File: config.mk
export PLATFORM = sky130hd
export DESIGN_NAME = fft_stream_bridge
export DESIGN_NICKNAME = d
export VERILOG_FILES = /design/src/rtl/fft_stream_bridge.sv
export SDC_FILE = /design/constraint.sdc
export NUM_CORES = 1
export LEC_CHECK = 0
export BUFFER_PORTS_ARGS = -buffer_cell sky130_fd_sc_hd__buf_4
export CORE_AREA = 2 2 115 117
export CTS_CLUSTER_DIAMETER = 200
export CTS_CLUSTER_SIZE = 28
export DETAILED_ROUTE_END_ITERATION = 10
export DIE_AREA = 0 0 117 119
export PLACE_DENSITY = 0.9
export SYNTH_ARGS = -nofsm -noshare
export SYNTH_HDL_FRONTEND = slang
export SYNTH_SLANG_ARGS = --single-unit
File: constraint.sdc
create_clock -name i_clk -period 6.3 [get_ports i_clk]
set_input_delay 1.26 -clock i_clk [delete_from_list [all_inputs] [get_ports i_clk]]
set_output_delay 1.26 -clock i_clk [all_outputs]
set_load 0.05 [all_outputs]
File: src/rtl/fft_stream_bridge.sv
// ---------------------------------------------------------------------------
// fft_stream_bridge
//
// Connects a valid/ready sample stream to an FFT working RAM and streams the
// transformed frame back out.
//   LOAD   : each input handshake writes one sample to RAM.
//   WAIT   : the bridge waits for the FFT core to raise i_CALC_END.
//   UNLOAD : RAM indices 0..N-1 are read in order through a 2-entry FIFO.
//
// Optional feature (compile-time macro BRIDGE_BIT_REVERSE_EN):
//   defined   - LOAD write address is k bit-reversed over log2(N) bits, and
//               only power-of-two frame lengths are accepted.
//   undefined - LOAD write address is k, and any 1 <= N <= 2**ADDR_WIDTH is
//               accepted.
//
// Ports
//   i_clk, i_rst                 clock, synchronous active-high reset
//   i_SAMPLES_NUMBER             frame length N, sampled at frame start
//   i_IN_DATA/VALID/LAST         input sample stream, o_IN_READY back-pressure
//   o_WRITE_ram, o_READ_ram      RAM strobes (never both high)
//   o_SAMPLE_INDEX_ram           RAM index, o_SAMPLE_ram write data
//   i_DATA_FROM_RAM              read data, one cycle after o_READ_ram
//   o_DATA_LOADED                one-cycle pulse in the first WAIT cycle
//   i_CALC_END                   FFT finished (level)
//   o_OUT_DATA/VALID/LAST        result stream, i_OUT_READY back-pressure
//   o_ERROR                      sticky frame error, cleared by a good start
//   o_state                      IDLE=0, LOAD=1, WAIT=2, UNLOAD=3
// ---------------------------------------------------------------------------
module fft_stream_bridge #(
  parameter int DATA_WIDTH = 32,
  parameter int ADDR_WIDTH = 12
) (
  input  logic                  i_clk,
  input  logic                  i_rst,
  input  logic [ADDR_WIDTH:0]   i_SAMPLES_NUMBER,
  input  logic [DATA_WIDTH-1:0] i_IN_DATA,
  input  logic                  i_IN_VALID,
  input  logic                  i_IN_LAST,
  output logic                  o_IN_READY,
  output logic                  o_WRITE_ram,
  output logic                  o_READ_ram,
  output logic [ADDR_WIDTH-1:0] o_SAMPLE_INDEX_ram,
  output logic [DATA_WIDTH-1:0] o_SAMPLE_ram,
  input  logic [DATA_WIDTH-1:0] i_DATA_FROM_RAM,
  output logic                  o_DATA_LOADED,
  input  logic                  i_CALC_END,
  output logic [DATA_WIDTH-1:0] o_OUT_DATA,
  output logic                  o_OUT_VALID,
  output logic                  o_OUT_LAST,
  input  logic                  i_OUT_READY,
  output logic                  o_ERROR,
  output logic [1:0]            o_state
);

  localparam int CW = ADDR_WIDTH + 1;
  localparam logic [ADDR_WIDTH:0] N_MAX = {1'b1, {ADDR_WIDTH{1'b0}}};
  localparam logic [ADDR_WIDTH:0] ONE_N = {{ADDR_WIDTH{1'b0}}, 1'b1};

  typedef enum logic [1:0] {
    ST_IDLE   = 2'd0,
    ST_LOAD   = 2'd1,
    ST_WAIT   = 2'd2,
    ST_UNLOAD = 2'd3
  } state_t;

  state_t                state_r;
  state_t                state_n;
  logic [ADDR_WIDTH:0]   n_r;
  logic [ADDR_WIDTH:0]   k_r;
  logic [ADDR_WIDTH:0]   rd_cnt_r;
  logic [ADDR_WIDTH:0]   out_cnt_r;
  logic [ADDR_WIDTH:0]   n_last_s;
  logic                  error_r;
  logic                  loaded_r;
  logic                  inflight_r;
  logic [DATA_WIDTH-1:0] fifo_mem_r [2];
  logic                  fifo_wr_r;
  logic                  fifo_rd_r;
  logic [1:0]            fifo_cnt_r;

  logic                  n_range_s;
  logic                  n_ok_s;
  logic                  start_ok_s;
  logic                  start_bad_s;
  logic                  load_done_s;
  logic                  load_abort_s;
  logic                  in_ready_s;
  logic                  wr_s;
  logic                  rd_s;
  logic                  out_valid_s;
  logic                  pop_s;
  logic                  push_s;
  logic [2:0]            occ_s;
  logic [ADDR_WIDTH-1:0] waddr_s;
  logic                  run_s;

  assign n_last_s  = n_r - ONE_N;
  assign n_range_s = (i_SAMPLES_NUMBER != {CW{1'b0}}) && (i_SAMPLES_NUMBER <= N_MAX);
  // Read data lands exactly one cycle after the strobe, so the in-flight flag
  // doubles as the FIFO push.
  assign push_s    = inflight_r;

`ifdef BRIDGE_BIT_REVERSE_EN
  localparam int LGW = $clog2(ADDR_WIDTH + 1);

  logic [LGW-1:0] lg_r;

  // log2 of a power-of-two frame length (position of its single set bit).
  function automatic logic [LGW-1:0] log2_pow2(input logic [ADDR_WIDTH:0] n);
    logic [LGW-1:0] lg;
    lg = {LGW{1'b0}};
    for (int i = 0; i <= ADDR_WIDTH; i++) begin
      if (n[i]) begin
        lg = LGW'(i);
      end
    end
    return lg;
  endfunction

  // Reverse the low 'lg' bits of v; bits at or above lg are zero.
  function automatic logic [ADDR_WIDTH-1:0] bit_reverse(input logic [ADDR_WIDTH-1:0] v,
                                                        input logic [LGW-1:0] lg);
    logic [ADDR_WIDTH-1:0] r;
    r = {ADDR_WIDTH{1'b0}};
    for (int i = 0; i < ADDR_WIDTH; i++) begin
      for (int j = 0; j < ADDR_WIDTH; j++) begin
        if ((i < int'(lg)) && (j == int'(lg) - 1 - i)) begin
          r[i] = v[j];
        end
      end
    end
    return r;
  endfunction

  // Power-of-two test: exactly one bit set once the range check passed.
  assign n_ok_s  = n_range_s &&
                   ((i_SAMPLES_NUMBER & (i_SAMPLES_NUMBER - ONE_N)) == {CW{1'b0}});
  assign waddr_s = bit_reverse(k_r[ADDR_WIDTH-1:0], lg_r);

  // Frame log2 captured together with N at frame start.
  always_ff @(posedge i_clk) begin
    if (i_rst) begin
      lg_r <= {LGW{1'b0}};
    end else if (start_ok_s) begin
      lg_r <= log2_pow2(i_SAMPLES_NUMBER);
    end
  end
`else
  assign n_ok_s  = n_range_s;
  assign waddr_s = k_r[ADDR_WIDTH-1:0];
`endif

  // Next-state and strobe decode.
  always_comb begin
    state_n      = state_r;
    in_ready_s   = 1'b0;
    wr_s         = 1'b0;
    rd_s         = 1'b0;
    start_ok_s   = 1'b0;
    start_bad_s  = 1'b0;
    load_done_s  = 1'b0;
    load_abort_s = 1'b0;
    out_valid_s  = 1'b0;
    pop_s        = 1'b0;
    occ_s        = 3'd0;
    case (state_r)
      ST_IDLE: begin
        if (i_IN_VALID) begin
          if (n_ok_s) begin
            start_ok_s = 1'b1;
            state_n    = ST_LOAD;
          end else begin
            start_bad_s = 1'b1;
            state_n     = ST_IDLE;
          end
        end else begin
          state_n = ST_IDLE;
        end
      end
      ST_LOAD: begin
        in_ready_s = 1'b1;
        if (i_IN_VALID) begin
          wr_s = 1'b1;
          // Last expected sample wins over i_IN_LAST.
          if (k_r == n_last_s) begin
            load_done_s = 1'b1;
            state_n     = ST_WAIT;
          end else if (i_IN_LAST) begin
            load_abort_s = 1'b1;
            state_n      = ST_IDLE;
          end else begin
            state_n = ST_LOAD;
          end
        end else begin
          state_n = ST_LOAD;
        end
      end
      ST_WAIT: begin
        if (i_CALC_END) begin
          state_n = ST_UNLOAD;
        end else begin
          state_n = ST_WAIT;
        end
      end
      ST_UNLOAD: begin
        out_valid_s = (fifo_cnt_r != 2'd0);
        pop_s       = out_valid_s & i_OUT_READY;
        // Occupancy counts the entry leaving this cycle as already gone;
        // otherwise the 2-entry FIFO would bubble every other sample.
        occ_s = {1'b0, fifo_cnt_r} - {2'b00, pop_s} + {2'b00, inflight_r};
        if ((rd_cnt_r != n_r) && (occ_s < 3'd2)) begin
          rd_s = 1'b1;
        end else begin
          rd_s = 1'b0;
        end
        if (pop_s && (out_cnt_r == n_last_s)) begin
          state_n = ST_IDLE;
        end else begin
          state_n = ST_UNLOAD;
        end
      end
      default: begin
        state_n = ST_IDLE;
      end
    endcase
  end

  // Frame control: state, counters, error flag, load-complete pulse.
  always_ff @(posedge i_clk) begin
    if (i_rst) begin
      state_r    <= ST_IDLE;
      n_r        <= {CW{1'b0}};
      k_r        <= {CW{1'b0}};
      rd_cnt_r   <= {CW{1'b0}};
      out_cnt_r  <= {CW{1'b0}};
      error_r    <= 1'b0;
      loaded_r   <= 1'b0;
      inflight_r <= 1'b0;
    end else begin
      state_r    <= state_n;
      loaded_r   <= load_done_s;
      inflight_r <= rd_s;
      if (start_ok_s) begin
        n_r       <= i_SAMPLES_NUMBER;
        k_r       <= {CW{1'b0}};
        rd_cnt_r  <= {CW{1'b0}};
        out_cnt_r <= {CW{1'b0}};
        error_r   <= 1'b0;
      end else if (start_bad_s || load_abort_s) begin
        error_r <= 1'b1;
      end
      if (wr_s) begin
        k_r <= k_r + ONE_N;
      end
      if (rd_s) begin
        rd_cnt_r <= rd_cnt_r + ONE_N;
      end
      if (pop_s) begin
        out_cnt_r <= out_cnt_r + ONE_N;
      end
    end
  end

  // Two-entry output FIFO; flushed by reset and at every frame start.
  always_ff @(posedge i_clk) begin
    if (i_rst || start_ok_s) begin
      fifo_mem_r[0] <= {DATA_WIDTH{1'b0}};
      fifo_mem_r[1] <= {DATA_WIDTH{1'b0}};
      fifo_wr_r     <= 1'b0;
      fifo_rd_r     <= 1'b0;
      fifo_cnt_r    <= 2'd0;
    end else begin
      if (push_s) begin
        fifo_mem_r[fifo_wr_r] <= i_DATA_FROM_RAM;
        fifo_wr_r             <= ~fifo_wr_r;
      end
      if (pop_s) begin
        fifo_rd_r <= ~fifo_rd_r;
      end
      case ({push_s, pop_s})
        2'b10:   fifo_cnt_r <= fifo_cnt_r + 2'd1;
        2'b01:   fifo_cnt_r <= fifo_cnt_r - 2'd1;
        default: fifo_cnt_r <= fifo_cnt_r;
      endcase
    end
  end

  // All outputs are forced to zero while reset is asserted; data outputs are
  // also zero whenever their strobe/valid is low.
  assign run_s              = ~i_rst;
  assign o_IN_READY         = in_ready_s & run_s;
  assign o_WRITE_ram        = wr_s & run_s;
  assign o_READ_ram         = rd_s & run_s;
  assign o_SAMPLE_INDEX_ram = o_WRITE_ram ? waddr_s :
                              o_READ_ram  ? rd_cnt_r[ADDR_WIDTH-1:0] :
                                            {ADDR_WIDTH{1'b0}};
  assign o_SAMPLE_ram       = o_WRITE_ram ? i_IN_DATA : {DATA_WIDTH{1'b0}};
  assign o_DATA_LOADED      = loaded_r & run_s;
  assign o_OUT_VALID        = out_valid_s & run_s;
  assign o_OUT_DATA         = o_OUT_VALID ? fifo_mem_r[fifo_rd_r] : {DATA_WIDTH{1'b0}};
  assign o_OUT_LAST         = o_OUT_VALID & (out_cnt_r == n_last_s);
  assign o_ERROR            = error_r & run_s;
  assign o_state            = run_s ? state_r : ST_IDLE;

endmodule

==> results of run 1 <==
[power by group through the flow]
stage | registers (mW) | clock network [mW] | logic, mW
finish | 0.914 | 0.971 | 0.250
floorplan | 0.915 | 0 | 0.171
global route | 0.917 | 1.01 | 0.269
detailed placement | 0.930 | 0 | 0.246
CTS | 0.913 | 0.980 | 0.247
global placement | 0.928 | 0 | 0.242
[final cells by class]
cell class | count | share of cell area [%]
clock buffers | 18 | 4.755
clock inverters | 14 | 1.705
inverters | 16 | 0.6654
multi-input cells | 564 | 40.91
flip-flops and latches | 126 | 35.06
well taps | 176 | 2.440
repair buffers | 174 | 14.47
[state kept, by name (all words and copies together) (netlist names), named ones only]
| name | count |
|---|---|
| fifo_mem_r | 64 |
| k_r | 13 |
| n_r | 13 |
| out_cnt_r | 13 |
| rd_cnt_r | 13 |
| fifo_cnt_r | 2 |
| state_r | 2 |
| error_r | 1 |
| fifo_rd_r | 1 |
| fifo_wr_r | 1 |
| inflight_r | 1 |
| loaded_r | 1 |
[worst max-delay path by stage]
| stage | from | end | slack, ps |
|---|---|---|---|
| finish | i_OUT_READY | o_SAMPLE_INDEX_ram[11] | 880 |
| global route | i_OUT_READY | o_SAMPLE_INDEX_ram[6] | 680 |
| CTS | i_OUT_READY | o_SAMPLE_INDEX_ram[8] | 880 |
| detailed placement | i_OUT_READY | o_SAMPLE_INDEX_ram[8] | 900 |
| global placement | i_OUT_READY | o_SAMPLE_INDEX_ram[4] | 960 |
| floorplan | i_OUT_READY | o_SAMPLE_INDEX_ram[10] | 1160 |
[through the flow]
step / total power, mW / utilization, %
floorplan: 1.086 / -
global placement: 1.170 / 65.58
detailed placement: 1.176 / 65.58
CTS: 2.140 / 70.11
global route: 2.200 / 70.11
finish: 2.135 / 70.11
[synth_stat cells, types with 2 or more instances]
library cell	instances
xor2_1	20
o22ai_1	3
inv_1	15
dfxtp_1	62
and3_1	39
xnor2_1	29
a211oi_1	5
or2_2	6
buf_1	5
nor2_1	93
o21ai_0	20
o31ai_1	4
nor4_1	9
mux2i_1	52
clkbuf_1	39
mux2_2	2
a21o_1	3
a31oi_1	5
nand3b_1	12
nand2b_1	13
a2111oi_2	2
nor4b_1	2
a21oi_1	36
nand2_1	25
o21ai_1	2
nor2b_1	12
nand4_1	12
ha_1	6
or4_1	2
edfxtp_1	64
nand3_1	24
buf_6	2
and2_1	65
o31a_1	2
a22o_1	12
and4_1	3
nor3_1	13
buf_2	10
a311oi_1	11
[per-layer routing]
metal,vias to the layer above,global-route usage (%),share of wire (%)
met2,308,45.59,48
li1,3000,-,-
met5,-,0,0
met1,2978,36.24,41
met3,35,6.412,8.2
met4,0,10.15,2.2
[logic make-up (layout without fill, tap and decap cells)]
| group | Yosys count | count (layout) | synth area share, % |
|---|---|---|---|
| AOI/OAI and AO/OA | 115 | 115 | 10.74 |
| DFF | 126 | 126 | 44.27 |
| xor gates and xnor gates | 49 | 49 | 6.007 |
| adders and majority gates | 8 | 8 | 1.471 |
| and+or+nand+nor | 338 | 338 | 25.64 |
| buffers and inverters | 73 | 222 | 4.273 |
| muxes | 54 | 54 | 7.601 |
==> results.cfg, run 1 <==
[status]
status = finished, final reports clean

[timing]
setup_viol = 0
fin_crit_ps = 5425
drv_slew = 0
relSlewSlack_pct = 31.25
fin_tns_setup_ps = 0
setup_ws_ps = 875.4
final.period_utilization_pct = 86.10
holdWs_ps = 486.8
max_freq_mhz = 184.3
rsz0062_at_grt = false
skew_ps = 10.75
worst_slew_pin_slew_ps = 1031
timing.final.hold_violations = 0

[worst_setup_path]
critPathMaxStageDelay_ps = 650
r2r_end = rd_cnt_r[4]
arrival_ps = 4160
worstSetupPathType = in2out
critPathMostFrequentCell = buf_4
crit_chain = buf_4, o21ai_0, inv_1, ha_1, nor2_1, fa_1, xnor2_1, a2111oi_4, buf_4, nor2b_1, a22o_1, buf_4
slowest_stage = nor2b_1
reg2regPathDepth = 11
critical-path-top-delay-family = buffers and inverters
worstPathRequired_ps = 5040
cp-end-kind = output pin
critPathMaxFanout = 24
cp.depth = 12
rrSetupSlack_ps = 3150
crit_path_start_kind = input port
timing.rr.start = fifo_cnt_r[1]
path_buf_inv = 4

[finish]
design_area_sq_um = 9026
multi_input_area_sq_um = 3692
drive_above_1_share_pct = 24.12
mostFrequentLayoutCells = buf_4, nor2_1, and2_1, edfxtp_1, dfxtp_1
final_cells = 1088
fill_cells = 947
fin_nets = 989
area_growth_pct = 26.34
regArea_sq_um = 3164
diodes = 0
layout.cells.most_common = buf_4

[synth]
yosysTopAreaCell = edfxtp_1
syn_nets = 853
syn_area_per_cell_sq_um = 9.364
synth_cells = 763
yosysWarnings = 0
ys_ff_latch = 126
async_flop_share_pct = 0
synth-seq-area-share_pct = 44.27
yosysUniqueCellTypes = 61
yosys.area.top_type_share_pct = 26.90
synth_edf_count = 64
syn_area_sq_um = 7144
ys.flop_type = edfxtp_1
synth_top_cells_by_area = edfxtp_1, dfxtp_1, mux2i_1

[floorplanning]
core_area_sq_um = 12870
rows = 42
dieHeight_um = 119
io_pins = 168
initial_utilization_pct = 55.49
dieArea_sq_um = 13920
die_x_um = 117

[power_and_ir_drop]
p_switching_uw = 550.8
peakVddDrop_mv = 0.2373
p_seq_share_pct = 42.8
power_leakage_nw = 3.768
pwr_density_cell_nw_per_um2 = 236.6
internal_power_mw = 1.585
p_sw_share_pct = 25.79
p_comb_share_pct = 11.7
clockPowerShare_pct = 45.5

[route]
drt_iter0_drc = 516
ant_nets = 0
viasPerCell = 5.810
wl_um = 19210
wl_per_cell_um = 17.65
drc = 0
vias = 6321
firstDrtPassIters = 6

[global_route]
gr-usage-all-layers_pct = 27.98
antenna_found_initial = 0
grt_pass1_wl_um = 30170
grt_max_degree = 59
grt_pass1_vias = 5936
grt_overflow = 0

[clock_network]
post_cts_buffers = 0
cts_root_buf = clkbuf_16
cts_num_sinks = 126
cts_buffers = 17
cts_tree = done
clk_pin_slew_ps = 50
htree_num_levels = 4
postCtsHoldBufs = 0
cts_buffer_depth = 2
clk_latency_ps = 420
cts_resized = 0

[flow_run]
drv_cap = 0

[placement]
port_buffers = 167
place_area_sq_um = 8443
hpwl_um = 13220
finalWeightedCongestion = 0.9463
place_inst = 1056
pre_cts_ws_ps = 904.6

[worst_hold_path]
hp-class = reg2reg
hold_depth = 1
hold_path_startpoint = error_r
hold-path-endpoint = error_r
Power figures use the tool's default switching activity.
==> run 2: changes to the inputs <==
Settings changed: CELL_PAD_IN_SITES_DETAIL_PLACEMENT set to 1, CELL_PAD_IN_SITES_GLOBAL_PLACEMENT set to 1, CORE_AREA 2 2 115 117 to 2 2 131 133, DIE_AREA 0 0 117 119 to 0 0 133 135, PLACE_DENSITY 0.9 to 0.91.
==> results.cfg, run 2 (synthesized netlist as in run 1, its figures left out) <==
[clock_network]
clk_latency_ps = 430
cts_buffer_depth = 2
post_cts_buffers = 0
clk_pin_slew_ps = 60
cts_resized = 0
postCtsHoldBufs = 0
cts_tree = done
cts_root_buf = clkbuf_16
htree_num_levels = 4
cts_num_sinks = 126
cts_buffers = 17

[timing]
relSlewSlack_pct = 27.02
fin_crit_ps = 5315
setup_viol = 0
final.period_utilization_pct = 84.37
max_freq_mhz = 188.1
fin_tns_setup_ps = 0
rsz0062_at_grt = false
worst_slew_pin_slew_ps = 1095
drv_slew = 0
skew_ps = 6.521
timing.final.hold_violations = 0

[global_route]
grt_overflow = 0
antenna_found_initial = 0
grt_max_degree = 59
grt_pass1_wl_um = 36940
grt_pass1_vias = 6647
gr-usage-all-layers_pct = 26.38

[worst_setup_path]
arrival_ps = 4060
critPathCapture = o_SAMPLE_INDEX_ram[10]
reg2regPathDepth = 9
cp-end-kind = output pin
rrSetupSlack_ps = 2990
critPathMaxFanout = 13
critPathLaunch = i_OUT_READY
timing.rr.start = n_r[0]
r2r_end = error_r
crit_path_start_kind = input port
worstPathRequired_ps = 5040
worstSetupPathType = in2out

[route]
vias = 6461
ant_nets = 0
viasPerCell = 5.708
drt_iter0_drc = 399
wl_per_cell_um = 20.88
drc = 0
firstDrtPassIters = 5
wl_um = 23640

[placement]
hpwl_um = 15890
port_buffers = 167
finalWeightedCongestion = 0.8930

[power_and_ir_drop]
peakVddDrop_mv = 0.1957
total_power_mw = 2.180
pwr_density_cell_nw_per_um2 = 239.6
power_leakage_nw = 3.780

[floorplanning]
core_area_sq_um = 16410
rows = 47
dieArea_sq_um = 17960
dieHeight_um = 135
initial_utilization_pct = 43.54
die_x_um = 133
io_pins = 168

[status]
status = finished, final reports clean

[flow_run]
drv_cap = 0

[finish]
largest_reg_flops = 64
drive_above_1_share_pct = 24.34
fill_cells = 1861
layout.cells.most_common = buf_4
regArea_sq_um = 3164
diodes = 0
multi_input_area_sq_um = 3692
fin_nets = 989
area_growth_pct = 27.36
mostFrequentLayoutCells = buf_4, nor2_1, and2_1, edfxtp_1, dfxtp_1
largest-register = fifo_mem_r

[worst_hold_path]
hp-class = reg2reg
run 2: cell types whose count changed in the layout (fill, tap and decap cells not counted):
cell / previous run / this run
clkbuf_1: 1 / 0
clkinv_1: 1 / 0
clkinv_2: 0 / 1
clkinv_4: 1 / 2
clkinv_8: 0 / 1
clkinvlp_2: 1 / 0
run 2: metrics by stage:
stage                     hold slack [ps]  instances  instance area, sq um  setup slack [ps]  util, %
after floorplan                     439.8        763                  7144              1163        -
after detailed placement            474.4       1100                  8498              1060    51.80
final                               509.7       1132                  9099             984.6    55.46
after global placement              451.9       1100                  8498              1112    51.80
after CTS                           513.4       1132                  9099              1038    55.46
after global routing                526.5       1132                  9099             789.8    55.46
run 2: layout make-up:
class / count / area share, %
Sequential cell: 126 / 34.78
Tap cell: 220 / 3.025
Clock inverter: 15 / 1.925
Timing Repair Buffer: 174 / 14.36
Multi-Input combinational cell: 564 / 40.58
Inverter: 16 / 0.6601
Clock buffer: 17 / 4.675
run 2: per-layer routing:
metal | wire length, um | share of wire [%] | track usage (%)
met3 | 1317 | 5.6 | 4.917
met2 | 12000 | 51 | 45.91
met5 | 0 | 0 | 0
met4 | 530 | 2.2 | 9.857
met1 | 9788 | 41 | 32.68
run 2: how the worst min path moves through the flow:
stage / end / slack [ps] / from / cells past startpoint
after floorplan: fifo_wr_r / 440 / fifo_wr_r / 2
after global placement: fifo_wr_r / 450 / fifo_wr_r / 2
after detailed placement: fifo_wr_r / 470 / fifo_wr_r / 2
after CTS: fifo_wr_r / 510 / fifo_wr_r / 2
after global routing: error_r / 530 / error_r / 1
final: fifo_wr_r / 510 / fifo_wr_r / 2
run 2: critical path: stages:
cell and delay (ps):
buf_4 100, o21ai_0 100, inv_1 120, ha_1 290, nor2_1 50, fa_1 380
xnor2_1 170, a2111oi_4 420, nor2b_1 720, a22o_1 250, buf_4 200
run 2: where the power goes:
| part | leakage, nW | switching, mW | internal, mW |
|---|---|---|---|
| sequential | 1.18 | 0.0256 | 0.890 |
| clock | 0.289 | 0.410 | 0.594 |
| combinational | 2.31 | 0.155 | 0.107 |
| total | 3.78 | 0.590 | 1.59 |
==> run 3: changes to the inputs <==
Settings changed: CORE_AREA 2 2 131 133 to 2 2 142 144, DIE_AREA 0 0 133 135 to 0 0 144 146, PLACE_DENSITY 0.91 to 0.83.
Clock period 6.3 ns to 4.5 ns, I/O delays scaled along.
==> results.cfg, run 3 (synthesized netlist as in run 1, its figures left out) <==
[placement]
pre_cts_ws_ps = 327.3
port_buffers = 167
finalWeightedCongestion = 0.8816
place_area_sq_um = 8592
hpwl_um = 16430
place_inst = 1150

[timing]
skew_ps = 10.29
max_freq_mhz = 239.6
worst_slew_pin_slew_ps = 1046
drv_slew = 0
fin_crit_ps = 4174
fin_tns_setup_ps = 0
holdWs_ps = 470.9
setup_viol = 0
final.period_utilization_pct = 92.75
setup_ws_ps = 326.1
timing.final.hold_violations = 0
relSlewSlack_pct = 30.23
rsz0062_at_grt = false

[finish]
area_growth_pct = 28.51
diodes = 0
final_cells = 1182
design_area_sq_um = 9181
layout.cells.most_common = buf_4
largest_reg_flops = 64
mostFrequentLayoutCells = buf_4, nor2_1, and2_1, edfxtp_1, dfxtp_1
multi_input_area_sq_um = 3692
final_util_pct = 47.49
regArea_sq_um = 3164
fill_cells = 2237
largest-register = fifo_mem_r
drive_above_1_share_pct = 24.75
fin_nets = 994

[route]
wl_met2_um = 11530
met3WireLength_um = 1277
viasPerCell = 5.389
drt_iter0_drc = 424
drc = 0
wl_um = 22950
vias = 6370
wl_met1_um = 9809
ant_nets = 0
firstDrtPassIters = 5
top_layer = met4
wl_per_cell_um = 19.41

[worst_setup_path]
cp-end-kind = output pin
crit_path_start_kind = flip-flop
critPathMaxStageDelay_ps = 620
worstSetupPathType = reg2out
critPathMaxFanout = 9
path_buf_inv = 2
worstPathRequired_ps = 3600
arrival_ps = 3270
crit_chain = inv_1, ha_1, or4b_1, o21ai_0, nor2_1, a2111oi_2, and4_1, and3_2, buf_4
slowest_stage = or4b_1
critical-path-top-delay-family = simple AND/OR/NAND/NOR gates

[floorplanning]
core_area_sq_um = 19330
dieHeight_um = 146
rows = 51
dieArea_sq_um = 21020
die_x_um = 144
io_pins = 168
initial_utilization_pct = 36.95

[global_route]
grt_max_degree = 36
grt_pass1_vias = 6671
antenna_found_initial = 0
grt_pass1_wl_um = 36470
gr-usage-all-layers_pct = 22.15
grt_overflow = 0

[clock_network]
cts_buffer_depth = 2
clk_pin_slew_ps = 60
htree_num_levels = 4
post_cts_buffers = 0
postCtsHoldBufs = 0
cts_num_sinks = 126
cts_root_buf = clkbuf_16
cts_tree = done
cts_buffers = 17
clk_latency_ps = 430
cts_resized = 0

[power_and_ir_drop]
total_power_mw = 3.033
power_leakage_nw = 3.806
peakVddDrop_mv = 0.2769
pwr_density_cell_nw_per_um2 = 330.3

[worst_hold_path]
hp-class = reg2reg

[status]
status = finished, final reports clean

[flow_run]
drv_cap = 0
[run 3: cell types whose count changed in the layout (fill, tap and decap cells not counted), sizes merged]
cell      before  now
bufinv         2    1
clkinvlp       2    1
inv           23   26
clkinv         4    3
buf          174  179
[run 3: worst reg2reg max path, stage by stage (launching register included)]
cell	delay, ps
dfxtp_1	380
o21ai_0	240
inv_1	120
ha_1	280
nor2_1	40
fa_1	380
xnor2_1	260
a2111oi_4	110
buf_4	260
a21oi_1	620
o21ai_0	220
a21oi_1	160
[run 3: layer usage]
layer | track usage (%) | vias to the layer above
met5 | 0 | -
met4 | 6.667 | 0
met3 | 5.100 | 29
met2 | 38.31 | 170
met1 | 27.29 | 3173
li1 | - | 2998
[run 3: final timing paths]
path	startpoint	to	slack [ps]	cells past startpoint
worst max-delay path	n_r[0]	o_OUT_LAST	330	9
worst min register to register	fifo_wr_r	fifo_wr_r	470	2
worst min-delay path	fifo_wr_r	fifo_wr_r	470	2
worst max register to register	fifo_cnt_r[1]	rd_cnt_r[3]	1350	11
[run 3: area by class of cell]
| class | count | area share [%] |
|---|---|---|
| repair buffers | 179 | 14.64 |
| inverters | 16 | 0.6541 |
| clock buffers | 17 | 4.633 |
| well taps | 265 | 3.611 |
| multi-input cells | 564 | 40.22 |
| clock inverters | 15 | 1.785 |
| flip-flops and latches | 126 | 34.46 |
[run 3: power breakdown]
| group | total, mW | internal [mW] | switching [mW] | leakage, nW |
|---|---|---|---|---|
| sequential | 1.28 | 1.24 | 0.0354 | 1.18 |
| clock | 1.39 | 0.789 | 0.605 | 0.289 |
| combinational | 0.358 | 0.151 | 0.207 | 2.34 |
